==> src/rtl/run_detector.sv <==
// Multi-channel run-length detector: per-channel count of consecutive sampled 1s, flagged at threshold N.
// Optional macro RUN_DET_RETRIGGER_EN: hit re-pulses at every multiple of N within a run.
module run_detector #(
    parameter int unsigned CH = 4,
    parameter int unsigned N  = 3,
    parameter int unsigned CW = 4
) (
    input  logic             clk,
    input  logic             reset,
    input  logic             en,
    input  logic [CH-1:0]    a,
    input  logic [CH-1:0]    clr,
    output logic [CH-1:0]    q,
    output logic [CH-1:0]    hit,
    output logic [CH*CW-1:0] run_len,
    output logic             any_q
);

    localparam logic [CW-1:0] CNT_MAX = '1;

    // Threshold must be reachable without the counter saturating first.
    if (N == 0 || N > 32'(CNT_MAX)) begin : g_bad_param
        $error("run_detector: illegal N=%0d for CW=%0d", N, CW);
    end

    logic [CH-1:0][CW-1:0] cnt_q, cnt_d;
    logic [CH-1:0]         hit_q, hit_d;
    logic [CH-1:0]         q_q, q_d;
    logic                  any_q_q, any_q_d;

`ifdef RUN_DET_RETRIGGER_EN
    localparam int unsigned PW = (N > 1) ? $clog2(N) : 1;
    logic [CH-1:0][PW-1:0] ph_q, ph_d;
`endif

    // Per-channel next state: clr beats en, en=0 holds the run.
    always_comb begin
        cnt_d = cnt_q;
        hit_d = '0;
        q_d   = '0;
`ifdef RUN_DET_RETRIGGER_EN
        ph_d  = ph_q;
`endif
        for (int i = 0; i < int'(CH); i++) begin
            if (clr[i]) begin
                cnt_d[i] = '0;
`ifdef RUN_DET_RETRIGGER_EN
                ph_d[i]  = '0;
`endif
            end else if (en) begin
                if (a[i]) begin
                    cnt_d[i] = (cnt_q[i] == CNT_MAX) ? CNT_MAX : cnt_q[i] + CW'(1);
`ifdef RUN_DET_RETRIGGER_EN
                    hit_d[i] = (ph_q[i] == PW'(N - 1));
                    ph_d[i]  = hit_d[i] ? '0 : ph_q[i] + PW'(1);
`else
                    hit_d[i] = (cnt_q[i] == CW'(N - 1));
`endif
                end else begin
                    cnt_d[i] = '0;
`ifdef RUN_DET_RETRIGGER_EN
                    ph_d[i]  = '0;
`endif
                end
            end
            q_d[i] = (cnt_d[i] >= CW'(N));
        end
        any_q_d = |q_d;
    end

    always_ff @(posedge clk) begin
        if (!reset) begin
            cnt_q   <= '0;
            hit_q   <= '0;
            q_q     <= '0;
            any_q_q <= 1'b0;
`ifdef RUN_DET_RETRIGGER_EN
            ph_q    <= '0;
`endif
        end else begin
            cnt_q   <= cnt_d;
            hit_q   <= hit_d;
            q_q     <= q_d;
            any_q_q <= any_q_d;
`ifdef RUN_DET_RETRIGGER_EN
            ph_q    <= ph_d;
`endif
        end
    end

    assign q       = q_q;
    assign hit     = hit_q;
    assign run_len = cnt_q;
    assign any_q   = any_q_q;

endmodule

==> config.mk <==
export PLATFORM = sky130hd
export DESIGN_NAME = run_detector
export DESIGN_NICKNAME = d
export VERILOG_FILES = /design/src/rtl/run_detector.sv
export SDC_FILE = /design/constraint.sdc
export NUM_CORES = 1
export LEC_CHECK = 0
export CORE_UTILIZATION = 40
export DETAILED_ROUTE_END_ITERATION = 6
export PLACE_DENSITY = 0.75
export SLEW_MARGIN = 10
export SYNTH_ARGS = -nofsm -noshare
export SYNTH_HDL_FRONTEND = slang
export SYNTH_SLANG_ARGS = --single-unit
==> constraint.sdc <==
create_clock -name clk -period 1.7 [get_ports clk]
set_clock_uncertainty 0.1 [all_clocks]
set_input_delay 0.255 -clock clk [delete_from_list [all_inputs] [get_ports clk]]
set_output_delay 0.255 -clock clk [all_outputs]
set_load 0.05 [all_outputs]
# ---- Word level (Yosys, flattened, before mapping)
# Index checks and enable logic that the tools add are counted.
dict set report classes {
  n_addsub 4
  bitwise_logic 6
  eq_ne 8
  reduce_logical 5
  mux 16
  order_cmp 4
}
# operator count
set op_table {}
lappend op_table {{$mux W4} 16}
lappend op_table {{$reduce_or A4 Y1} 5}
lappend op_table {{$add A4 B1 Y4 const B} 4}
lappend op_table {{$eq A4 B2 Y1 const B} 4}
lappend op_table {{$eq A4 B4 Y1 const B} 4}
lappend op_table {{$ge A4 B2 Y1 const B} 4}
lappend op_table {{$not A1 Y1} 6}
dict set report totals {
  out_inout_bits 25
  regBits 25
}

# ---- Logic depth before layout (Yosys ltp)
# Gate-level depths: netlist (run 1).
dict set report depth {
  word_depth 7
  depth_mapped 7
  ltp_nobuf 7
}

# ---- Worst setup path before layout (run 1)
# Ideal clock, no wire load.
dict set report synth_path {
  path_kind {reg-to-reg}
  from {register cnt_q (netlist bit run_len[4])}
  to {register any_q_q (netlist: any_q)}
  setup_ps 125
  required_time_ps 1475
  arrival_time_ps 1858
  stages_incl_launch_ff 8
  n_path_buf 0
  path_slack_ps -383
  cell_sequence {dfxtp_1 > inv_1 > ha_1 > or2_2 > a21oi_1 > a31oi_1 > a21oi_1 > o41a_1}
}
dict set report synth_between {
  elab_chain_cells 7
  word_cells_on_any_way 8
}
# element line_no
set synth_lines {}
lappend synth_lines {{start, declared} 26} ;# logic [CH-1:0][CW-1:0] cnt_q, cnt_d;
lappend synth_lines {{start signal, assigned} 81} ;# cnt_q <= cnt_d;
lappend synth_lines {{$add A4 B1 Y4 / $eq A4 B4 Y1 (equally long branches)} 52} ;# cnt_d[i] = (cnt_q[i] == CNT_MAX) ? CNT_MAX : cnt_q[i] + CW'(1);
lappend synth_lines {{$mux W4} 52}
lappend synth_lines {{$mux W4} 51} ;# if (a[i]) begin
lappend synth_lines {{$mux W4 *} 50} ;# end else if (en) begin
lappend synth_lines {{$mux W4 *} 45} ;# if (clr[i]) begin
lappend synth_lines {{$ge A4 B2 Y1 *} 66} ;# q_d[i] = (cnt_d[i] >= CW'(N));
lappend synth_lines {{$reduce_or A4 Y1 *} 68} ;# any_q_d = |q_d;
lappend synth_lines {{end signal, assigned} 84} ;# any_q_q <= any_q_d;
lappend synth_lines {{end, declared} 29} ;# logic any_q_q, any_q_d;
# Every way passes the cells marked *; elsewhere a longest branch is shown, timed or not.
# A chain may end at the register's enable or synchronous reset.

# ---- Final worst setup path (run 1)
dict set report layout_path {
  from {register cnt_q (netlist bit run_len[0])}
  to {register any_q_q (netlist: any_q)}
}
# The elaborated chain is that of the path after synthesis.

==> out/qor.yml, run 1 <==
run_status:
  status: "complete, no violations"
placement:
  dp_hpwl_mm: 2.622
  gp_congestion: 0.8906
  place_area_mm2: 0.001842
  io_buffers: 35
  dp_cells: 249
  dp_slack_ps: -428.7
clocking:
  cts_hold_buf: 0
  cts.sinks: 25
  clk_pin_slew_ps: 140
  cts_tree: "yes"
  numCtsBuffers: 3
  cts_root_buf: "clkbuf_4"
  cts_max_path_buffers: 2
  worstSkewPairLatency_ps: 320
  cts_max_level: 1
timing:
  setup_viol: 0
  setup_ws_ps: 3.486
  report.final.slew_viol_count: 0
  slew_headroom_pct: 74.63
  fin_crit_ps: 1697
  tightest_slew_ps: 380.1
  fin_crit_sh_pct: 99.79
  finalSetupTns_ps: 0
  hold_viol_final: 0
  hold_ws_ps: 403.8
  rsz0062_at_grt: "yes"
  clock.fmax_mhz: 589.4
worst_setup_path:
  crit_path_end_kind: "register"
  critical-path-max-stage-delay_ps: 400
  startpoint_type: "register"
  r2r_start: "run_len[0]$_SDFF_PN0_"
  rr_endpoint: "any_q$_SDFF_PN0_"
  ff2ff_setup_slack_ps: 3
  cp_cell_sequence: "ha_4 -> nand2b_1 -> o21ai_1 -> a211o_1 -> nand3_1 -> o41a_1"
  worstPathMaxFanout: 4
  r2r_cells: 6
  crit_arrival_ps: 1820
  worst_path_max_delay_cell: "dfxtp_4"
  required_ps: 1820
  crit_type: "reg -> reg"
synthesis:
  yosysTopAreaCell: "dfxtp_1"
  ys_seq_area_share_pct: 39.53
  avgSynthCellArea_um2: 8.330
  synthCells: 152
  synth_warnings: 0
  synth_area_leaders: "dfxtp_1 40%, ha_1 7.9%, a21oi_1 5.9%, nand2_1 5.0%, nand3_1 4.0%"
  netlist.area_leader.share_pct: 39.53
  ys_seq_elements: 25
  syn_nets: 171
  synthesis.area_mm2: 0.001266
  yosysUniqueCellTypes: 35
detailed_routing:
  wl_mm: 3.845
  drtIter0Drc: 118
  via_per_inst: 5.519
  ant_nets: 0
  routed-via-count: 1457
  avgRoutedWirePerCell_um: 14.56
  drc: 0
  drtPass1Iterations: 4
power_and_ir_drop:
  ir_worst_vdd_mv: 0.6156
  p_leak_nw: 0.8394
  design_power_total_mw: 1.029
  powerDensity_mw_per_mm2: 492.1
layout:
  layout_common_cells: "57 x buf_4, 17 x nand2_1, 13 x nor2_1, 10 x nand3_1, 10 x dfxtp_1"
  antenna_cells: 0
  final_nets: 240
  stdcell_area_mm2: 0.002091
  final_util_pct: 69.05
  syn_to_final_growth_pct: 65.12
  final_layout_size_suffix_gt1_share_pct: 46.36
  final_common_cell: "buf_4"
  instances_no_fill: 264
grt:
  grt-ovfl-total: 0
  antenna_found_initial: 0
  grt_pass1_vias: 1389
  grt_usage_pct: 22.81
  grt_pass1_wl_mm: 5.899
  grt_max_degree: 16
die:
  die_height_um: 58.27
  rows: 20
  die_area_mm2: 0.003395
  fp.dieW_um: 58.27
  initial_core_util_pct: 41.82
  pin_count: 36
  core_mm2: 0.003028
hold_path:
  min_to: "hit[3]$_SDFF_PP0_"
  holdPathStages: 1
  min-delay-start: "run_len[14]$_SDFF_PN0_"
  hp-class: "reg -> reg"
run:
  maxCapViolations: 0
==> layer usage <==
layer	vias to the layer above	share of wire, %	track usage (%)
li1	695	-	-
met1	698	36	22.07
met2	53	56	45.16
met3	11	5.1	4.464
met4	0	2.6	11.22
met5	-	0	0
==> registers in the layout, summed over array words and instances (netlist names) <==
name / cells
any_q: 1
q: 4
hit: 4
run_len: 16
==> worst max path at each step <==
stage	from	to	slack, ps	depth (start not counted)
2_1_floorplan	run_len[0]$_SDFF_PN0_	any_q$_SDFF_PN0_	-20	6
3_3_place_gp	en	any_q$_SDFF_PN0_	-360	7
3_5_place_dp	en	any_q$_SDFF_PN0_	-430	7
4_1_cts	run_len[12]$_SDFF_PN0_	any_q$_SDFF_PN0_	6	6
5_1_grt	run_len[9]$_SDFF_PN0_	any_q$_SDFF_PN0_	-40	6
6_report	run_len[0]$_SDFF_PN0_	any_q$_SDFF_PN0_	3	6
==> power breakdown <==
| group | switching [mW] | internal, mW | leakage, nW | total (mW) |
|---|---|---|---|---|
| logic | 0.0880 | 0.0805 | 0.614 | 0.169 |
| clock network | 0.183 | 0.0899 | 0.0139 | 0.273 |
| registers | 0.00803 | 0.579 | 0.212 | 0.587 |
==> kinds of logic after synthesis <==
logic type      synth area share [%]
compound gates                 23.02
fa+ha+maj                      7.905
simple gates                   25.60
buf+inv                        3.952
flops                          39.53
==> layout make-up <==
type / count / area (µm²)
clock buffer: 3 / 22.52
clock inverter: 1 / 7.507
fill: 229 / 937.1
inverter: 6 / 25.02
multi-input combinational: 116 / 859.6
sequential: 25 / 541.8
tap: 44 / 55.05
timing repair buffer: 69 / 579.3
==> synthesized netlist by cell type <==
library cell  instances
nor3b_1               2
o21a_1                1
inv_1                 6
o211ai_2              1
nor2_1               13
o32ai_1               1
buf_2                 1
nor3_1                4
dfxtp_1              25
ha_1                  8
o2bb2ai_1             1
o21ai_0               8
and2_1                3
a211oi_1              2
o41a_1                1
and3_1                1
nand4_1               1
nor4b_1               2
a41oi_1               4
o22ai_1               1
buf_4                 2
and2_2                1
clkbuf_1              2
nand2_1              17
a211o_1               5
nor4_1                1
or3_2                 1
or2_2                 1
nand3b_1              1
nand3_1              10
o311ai_0              1
a21oi_1              15
a31oi_1               3
nand4b_1              2
nand2b_1              4
==> worst max-delay path: cells and delay by family (launching register included) <==
family                     cells  cell delay [ps]
DFF                            1              400
adders and majority gates      1              170
AOI/OAI and AO/OA              3              700
and+or+nand+nor                2              220
==> timing repair <==
| item | in CTS | in global routing |
|---|---|---|
| gates resized for setup | 12 | 13 |
| setup endpoints to repair | 1 | 3 |
| pin swaps | 8 | 13 |
| cloned | 1 | 0 |
| buffers inserted | 4 | 6 |
Note: power is estimated with default switching activity, not from simulation.
==> inputs of run 2 (changes only) <==
--- a/config.mk
+++ b/config.mk
@@ -5,9 +5,9 @@
 export SDC_FILE = /design/constraint.sdc
 export NUM_CORES = 1
 export LEC_CHECK = 0
-export CORE_UTILIZATION = 40
+export CORE_UTILIZATION = 42
 export DETAILED_ROUTE_END_ITERATION = 6
-export PLACE_DENSITY = 0.75
+export PLACE_DENSITY = 0.78
 export SLEW_MARGIN = 10
 export SYNTH_ARGS = -nofsm -noshare
 export SYNTH_HDL_FRONTEND = slang
==> run 2 against run 1 <==
The flow now finishes with violations (design-rule violations, negative setup slack). Combinational power is essentially flat. Clock power about the same. Die area fell by 4.6%. Global-route usage up 0.58 points. First-iteration DRC count increased by 24%. Via count rose by 1.6%. Sequential power is essentially flat. Core utilization increased by 4.5 points. Largest cell class unchanged. Largest power group unchanged.
==> out/qor.yml, run 2 (synthesized netlist as in run 1, its figures left out) <==
timing:
  fin_crit_ps: 1729
  setup_ws_ps: -29.09
  fin_crit_sh_pct: 101.7
  report.final.slew_viol_count: 0
  finalSetupTns_ps: -29.09
  hold_viol_final: 0
  tightest_slew_ps: 349.9
  clock.fmax_mhz: 578.3
  slew_headroom_pct: 76.64
  rsz0062_at_grt: "yes"
  setup_viol: 1
die:
  pin_count: 36
  die_height_um: 56.91
  die_area_mm2: 0.003238
  rows: 19
  core_mm2: 0.002805
  fp.dieW_um: 56.91
  initial_core_util_pct: 45.14
run_status:
  status: "finished with violations"
  violations: "design-rule violations, negative setup slack"
hold_path:
  min_to: "hit[2]$_SDFF_PP0_"
  hp-class: "reg -> reg"
  min-delay-start: "run_len[11]$_SDFF_PN0_"
  holdPathStages: 1
grt:
  grt_pass1_vias: 1312
  antenna_found_initial: 0
  grt-ovfl-total: 0
  grt_max_degree: 14
  met1_usage_pct: 27.30
  grt_use_met3_pct: 2.535
  grt_pass1_wl_mm: 5.947
  grt_usage_pct: 23.39
  grt_most_used_layer: "met2"
  grtUsageMet2_pct: 42.35
worst_setup_path:
  ff2ff_setup_slack_ps: -30
  cp-startpoint: "run_len[5]$_SDFF_PN0_"
  crit_arrival_ps: 1860
  r2r_cells: 6
  crit_cells: 6
  critical-path-max-stage-delay_ps: 420
  crit_type: "reg -> reg"
  crit_path_end_kind: "register"
  worstPathMaxFanout: 7
  critPathTopFamily: "compound AO/OA/AOI/OAI gates"
  path_common_cell: "a21oi_1"
  worst_path_max_delay_cell: "dfxtp_4"
  startpoint_type: "register"
  required_ps: 1830
  cp_cell_sequence: "ha_1 -> and3_1 -> a21oi_1 -> o22ai_1 -> a21oi_1 -> o41a_1"
  r2r_start: "run_len[5]$_SDFF_PN0_"
  path_buf_inv: 0
  rr_endpoint: "any_q$_SDFF_PN0_"
clocking:
  cts.sinks: 25
  cts_tree: "yes"
  cts_root_buf: "clkbuf_4"
  cts_max_level: 1
  worstSkewPairLatency_ps: 320
  numCtsBuffers: 3
  cts_max_path_buffers: 2
  clk_pin_slew_ps: 140
detailed_routing:
  ant_nets: 0
  avgRoutedWirePerCell_um: 15.37
  drtPass1Iterations: 6
  drtIter0Drc: 146
  drc: 8
  via_per_inst: 5.854
  routed-via-count: 1481
  wl_mm: 3.888
layout:
  largest_reg_flops: 16
  syn_to_final_growth_pct: 62.85
  antenna_cells: 0
  final_common_cell: "buf_4"
  fillers: 201
  stdcell_area_mm2: 0.002062
  final_nets: 242
  multi_input_area_um2: 835.8
  layout_common_cells: "59 x buf_4, 16 x nand2_1, 13 x nor2_1"
  final_layout_size_suffix_gt1_share_pct: 45.50
  regArea_um2: 544.3
power_and_ir_drop:
  p_leak_nw: 0.8314
  powerDensity_mw_per_mm2: 497.3
  design_power_total_mw: 1.026
  ir_worst_vdd_mv: 0.4315
placement:
  place_area_mm2: 0.001841
  dp_slack_ps: -395.8
  io_buffers: 35
  dp_hpwl_mm: 2.561
  gp_congestion: 0.8943
run:
  maxCapViolations: 0
run 2: stage by stage:
step / utilization, % / cells / hold slack (ps)
after floorplan: - / 152 / 224.4
after global placement: 65.61 / 238 / 362.6
after detailed placement: 65.61 / 238 / 366.7
after CTS: 70.03 / 248 / 384.8
after global routing: 73.51 / 253 / 414.3
final: 73.51 / 253 / 392.0
run 2: routing by layer:
layer  vias to the layer above  wire, µm
met1                       710      1569
met2                        64      2009
met3                         9       217
met5                         -         0
met4                         0        91
li1                        698         -
run 2: area by class of cell:
| type | instances | area share (%) |
|---|---|---|
| clock buffers | 4 | 1.274 |
| inverters | 6 | 1.092 |
| multi-input cells | 116 | 40.53 |
| flip-flops and latches | 25 | 26.40 |
| well taps | 31 | 1.881 |
| repair buffers | 71 | 28.82 |
run 2: power by group:
part           switching (mW)  total (mW)  internal (mW)
clock network           0.182       0.274         0.0920
registers             0.00637       0.584          0.577
logic                  0.0853       0.167         0.0821
run 2: what timing repair did:
item                                    4_1_cts  5_1_grt
buffers inserted                              5        5
gates resized for setup                       6       14
hold buffers                                  0        0
pin swaps                                     4        9
endpoints found under the setup margin        2        3
cloned                                        1        0
run 2: how the worst max path moves through the flow:
stage / to / slack [ps]
4_1_cts: any_q$_SDFF_PN0_ / 3
5_1_grt: any_q$_SDFF_PN0_ / -80
6_report: any_q$_SDFF_PN0_ / -30
3_5_place_dp: any_q$_SDFF_PN0_ / -400
3_3_place_gp: any_q$_SDFF_PN0_ / -350
2_1_floorplan: any_q$_SDFF_PN0_ / -20
==> inputs of run 3 (changes only) <==
--- a/config.mk
+++ b/config.mk
@@ -7,6 +7,7 @@
 export LEC_CHECK = 0
 export CORE_UTILIZATION = 42
 export DETAILED_ROUTE_END_ITERATION = 6
+export GPL_ROUTABILITY_DRIVEN = 0
 export PLACE_DENSITY = 0.78
 export SLEW_MARGIN = 10
 export SYNTH_ARGS = -nofsm -noshare
==> results of run 3 <==
Same layout as run 2: the final DEF is identical, and so are final timing and power.
